**config.mk**
```make
export PLATFORM = sky130hd
export DESIGN_NAME = reg_sel_decoder
export DESIGN_NICKNAME = d
export VERILOG_FILES = /design/src/rtl/reg_sel_decoder.sv
export SDC_FILE = /design/constraint.sdc
export NUM_CORES = 1
export LEC_CHECK = 0
export CAP_MARGIN = 20
export CORE_AREA = 2 2 39 41
export DETAILED_ROUTE_END_ITERATION = 8
export DIE_AREA = 0 0 41 43
export GPL_TIMING_DRIVEN = 0
export PLACE_DENSITY = 0.43
export RECOVER_POWER = 50
export SYNTH_ARGS = -nofsm -noshare
export SYNTH_HDL_FRONTEND = slang
export SYNTH_SLANG_ARGS = --single-unit
```
**constraint.sdc**
```tcl
create_clock -name vclk -period 0.85
set_clock_uncertainty 0.1 [all_clocks]
set_input_delay 0.085 -clock vclk [all_inputs]
set_output_delay 0.085 -clock vclk [all_outputs]
set_load 0.02 [all_outputs]
```
**src/rtl/reg_sel_decoder.sv**
```systemverilog
// reg_sel_decoder
//   Converts a 4-bit register index plus enable into a one-hot select
//   for the sixteen general registers. All zeros when disabled.
// Ports:
//   idx    in  4   register index
//   en     in  1   select enable
//   onehot out 16  one-hot register select
module reg_sel_decoder (
  input  logic [3:0]  idx,
  input  logic        en,
  output logic [15:0] onehot
);

  always_comb begin
    onehot = '0;
    if (en) onehot[idx] = 1'b1;
  end

endmodule

```
# Word level (Yosys, flattened, before mapping)
# Index checks and enable logic that the tools add are counted.
# word_totals
reg_bits,0
input_bits,5
out_inout_bits,16
# classes
magnitude_cmp,2
n_mux,3
reduce_logical,1
# ops
op,n
2-to-1 mux 16 bit,1
"< comparator 4 x 5 -> 1 bit, second input constant",1
demux 1 bit (select 4 bit),1
"greater-or-equal comparator 4 x 1 -> 1 bit, second input constant",1
logical AND 1 bit,1
2-to-1 mux 1 bit,1

# Longest topological paths before layout
# logic_depth
depth_word,5
ltp_mapped,2
mapped_depth_nobuf,2

# Worst setup path after synthesis
# No wires, ideal clock.
# synth_timing
path_kind,input-to-output
from,in idx[2]
to,out onehot[1]
arrival_ps,781
required_ps,665
slack_ps,-116
stages,2
n_path_buf,0
cell_sequence,or3b_4 -> nor2_1
# synth_via
elab_chain_cells,5
# synth_lines
element,line,source
from (decl),9,"input logic [3:0] idx,"
< comparator 4 x 5 -> 1 bit (not written as such) or greater-or-equal comparator 4 x 1 -> 1 bit (tied branches),16,if (en) onehot[idx] = 1'b1;
logical AND 1 bit (not written as such),16,
2-to-1 mux 1 bit (not written as such),16,
demux 1 bit (select 4 bit) (*),16,
2-to-1 mux 16 bit (*),16,
to (decl),11,output logic [15:0] onehot
# Every way passes the cells marked *; elsewhere a longest branch is shown, timed or not.

# Worst setup path in the final report
# layout_timing
from,in idx[2]
to,out onehot[0]
# Same word-level chain as after synthesis.

==> summary.txt <==
Min path
  • Min-Delay Path Depth: 3
  • Hold Startpoint: idx[0]
  • HP Class: in -> out
  • Hold EP: onehot[0]

Drt
  • Routed wire length: 666 um
  • Post-DRT Antenna Nets: 0
  • DRT Pass-1 Iters: 4
  • DRC viols: 0
  • Vias/cell: 4.063
  • Detailed Route Iter0 Violations: 5
  • Wire per inst: roughly 10 um
  • Routed vias: 260

Floorplanning
  • Ports: 21
  • Die H: 43 um
  • Core Region: 1384 um2
  • DIE AREA: about 1800 um2
  • Initial core utilization: 8.499%
  • Die width: 41 um
  • Core Rows: 14

Placed design
  • Worst slack at placement: -1.119 ns
  • Routability congestion estimate: around 0.66
  • Post-DP HPWL: 483.5 um
  • # port buffers: 21

Run
  • Maxcap violations: 0

Power and ir drop
  • Power consumption: 0.1640 mW
  • Switch share: 54.04%
  • Combinational share of power: between 90% and 100%
  • Max VDD drop: slightly below 0.1 mV
  • P_sw: 0.08864 mW
  • Pwr Density: 327.8 nW/um2
  • Reg power frac: 0%
  • Clk pwr share: 0%
  • P_leak: 0.1906 nW
  • Internal: roughly 0.075 mW

STA
  • FMAX: 927.0 MHz
  • Setup slack after layout: -0.2287 ns
  • Slew @ Worst Pin: 0.2609 ns
  • Final Cycle Share: 126.9%
  • Relative slew slack: between 80 and 90%
  • Final hold viol count: 0
  • Crit path time final: 1.079 ns
  • RSZ-0062 raised after global routing: yes
  • Setup violators final: 15
  • Fin. max-slew vios: 0
  • Setup TNS: -1.936 ns

Layout
  • Fin nets: 55
  • Ant. Diodes: 0
  • FF+latch area: 0 um2
  • Layout area overhead: 325.5%
  • Area of the multi-input gates: around 220 um2
  • # fillers: 156
  • Share of cells above drive strength 1: between 80 and 90%
  • Seq_cells: 0
  • Clock buffers: 0

Logic synthesis
  • Synth Warn #: 0
  • Cell variety after synth: 8
  • Top post-synthesis cells by area: nor2_1 38%, nor3_1 13%, nand3b_1 13%
  • Synthesized area per cell: between 5 and 6 um2
  • Top cell type's share of synthesized area: 38.30%
  • Count leader, synth: nor2_1
  • Top cells by count, synth: 12 x nor2_1, 3 x nor3_1, 2 x nand2b_1, 2 x nand3b_1
  • Area leader, netlist: nor2_1
  • Post-synth net total: 28
  • Register area share after synthesis: 0%
  • Syn Inst Count: 23
  • Mapped Area: 117.6 um2

Critical path
  • Worst EP required: 0.66 ns
  • Critical Path Fanout Max: 4
  • Worst Path Buf+Inv: 2
  • Max incr delay on CP: 0.44 ns
  • Most used cell, CP: buf_6
  • Worst path cell trace: buf_6, or3b_4, nor3_4, buf_6
  • Setup CP Type: in -> out
  • Setup crit end kind: output port
  • Delay-heaviest family, CP: simple AND/OR/NAND/NOR gates
  • CP arrival: 0.89 ns
  • Nature of the critical path startpoint: input port
  • Slowest-stage cell, CP: or3b_4

Outcome
  • Failing checks: negative setup slack
  • Outcome: finished with violations

Global route
  • First-pass GRT wire length: 993 um
  • Congestion Overflow GR: 0
  • Vias in the first global route: 246
  • GRT Total Usage: roughly 7.5%
  • Initial antenna violation count: 0
  • Pin count of the biggest net entering global routing: 8

Clocking
  • Cts hold-fix bufs: 0
==> cells in the final DEF, fill, tap and decap left out <==
cell / n
nor3_4: 1
clkdlybuf4s15_2: 3
buf_6: 14
buf_4: 7
nand3b_1: 2
nand2b_4: 2
nor2_1: 2
or3b_4: 1
nor3_2: 3
nor2_2: 2
nand3_1: 1
buf_8: 1
nor2_4: 8
nand2_2: 1
==> power by group through the flow <==
stage          Combinational [mW]  Sequential, mW  Clock, mW
2_1_floorplan              0.0512               0          0
3_3_place_gp                0.121               0          0
3_5_place_dp                0.121               0          0
4_1_cts                     0.140               0          0
5_1_grt                     0.176               0          0
6_report                    0.164               0          0
==> kinds of logic (layout without fill, tap and decap cells) <==
family,count (synthesis),count (layout),synth area share [%]
simple gates,23,23,99.98
buf+inv,0,25,0
==> final cells by class <==
cell class	instances	share of cell area (%)
multi-input combinational	23	44.25
timing repair buffer	25	51.75
tap	16	4.000
==> what timing repair did <==
action | in CTS | in global routing
gates resized for setup | 112 | 21
endpoints found under the hold margin | 0 | 0
buffers inserted | 4 | 0
endpoints found under the setup margin | 16 | 16
pin swaps | 2 | 5
==> per-layer routing <==
layer / wire (um) / track usage [%]
met4: 0 / 0
met3: 60 / 0
met1: 235 / 10.48
met5: 0 / 0
met2: 370 / 13.13
==> how the worst max path moves through the flow <==
stage	cells after the start	slack, ns	start	end
2_1_floorplan	2	-0.07	idx[2]	onehot[0]
5_1_grt	4	-0.25	idx[2]	onehot[0]
3_3_place_gp	4	-1.13	en	onehot[0]
4_1_cts	4	-0.28	idx[3]	onehot[0]
6_report	4	-0.23	idx[2]	onehot[0]
3_5_place_dp	4	-1.12	en	onehot[0]
==> worst min-delay path: cells and delay by family <==
| kind | cells | cell delay (ns) |
|---|---|---|
| buf+inv | 2 | 0.28 |
| simple gates | 1 | 0.06 |
==> metrics by stage <==
step | cells | hold slack, ns | utilization [%] | cell area, um2
2_1_floorplan | 23 | 0.1049 | - | 151.4
3_3_place_gp | 60 | 1.304 | 27.58 | 381.6
3_5_place_dp | 60 | 1.295 | 27.58 | 381.6
4_1_cts | 64 | 0.4023 | 30.47 | 421.7
5_1_grt | 64 | 0.4239 | 36.17 | 500.5
6_report | 64 | 0.4090 | 36.17 | 500.5
Power figures use the tool's default switching activity.
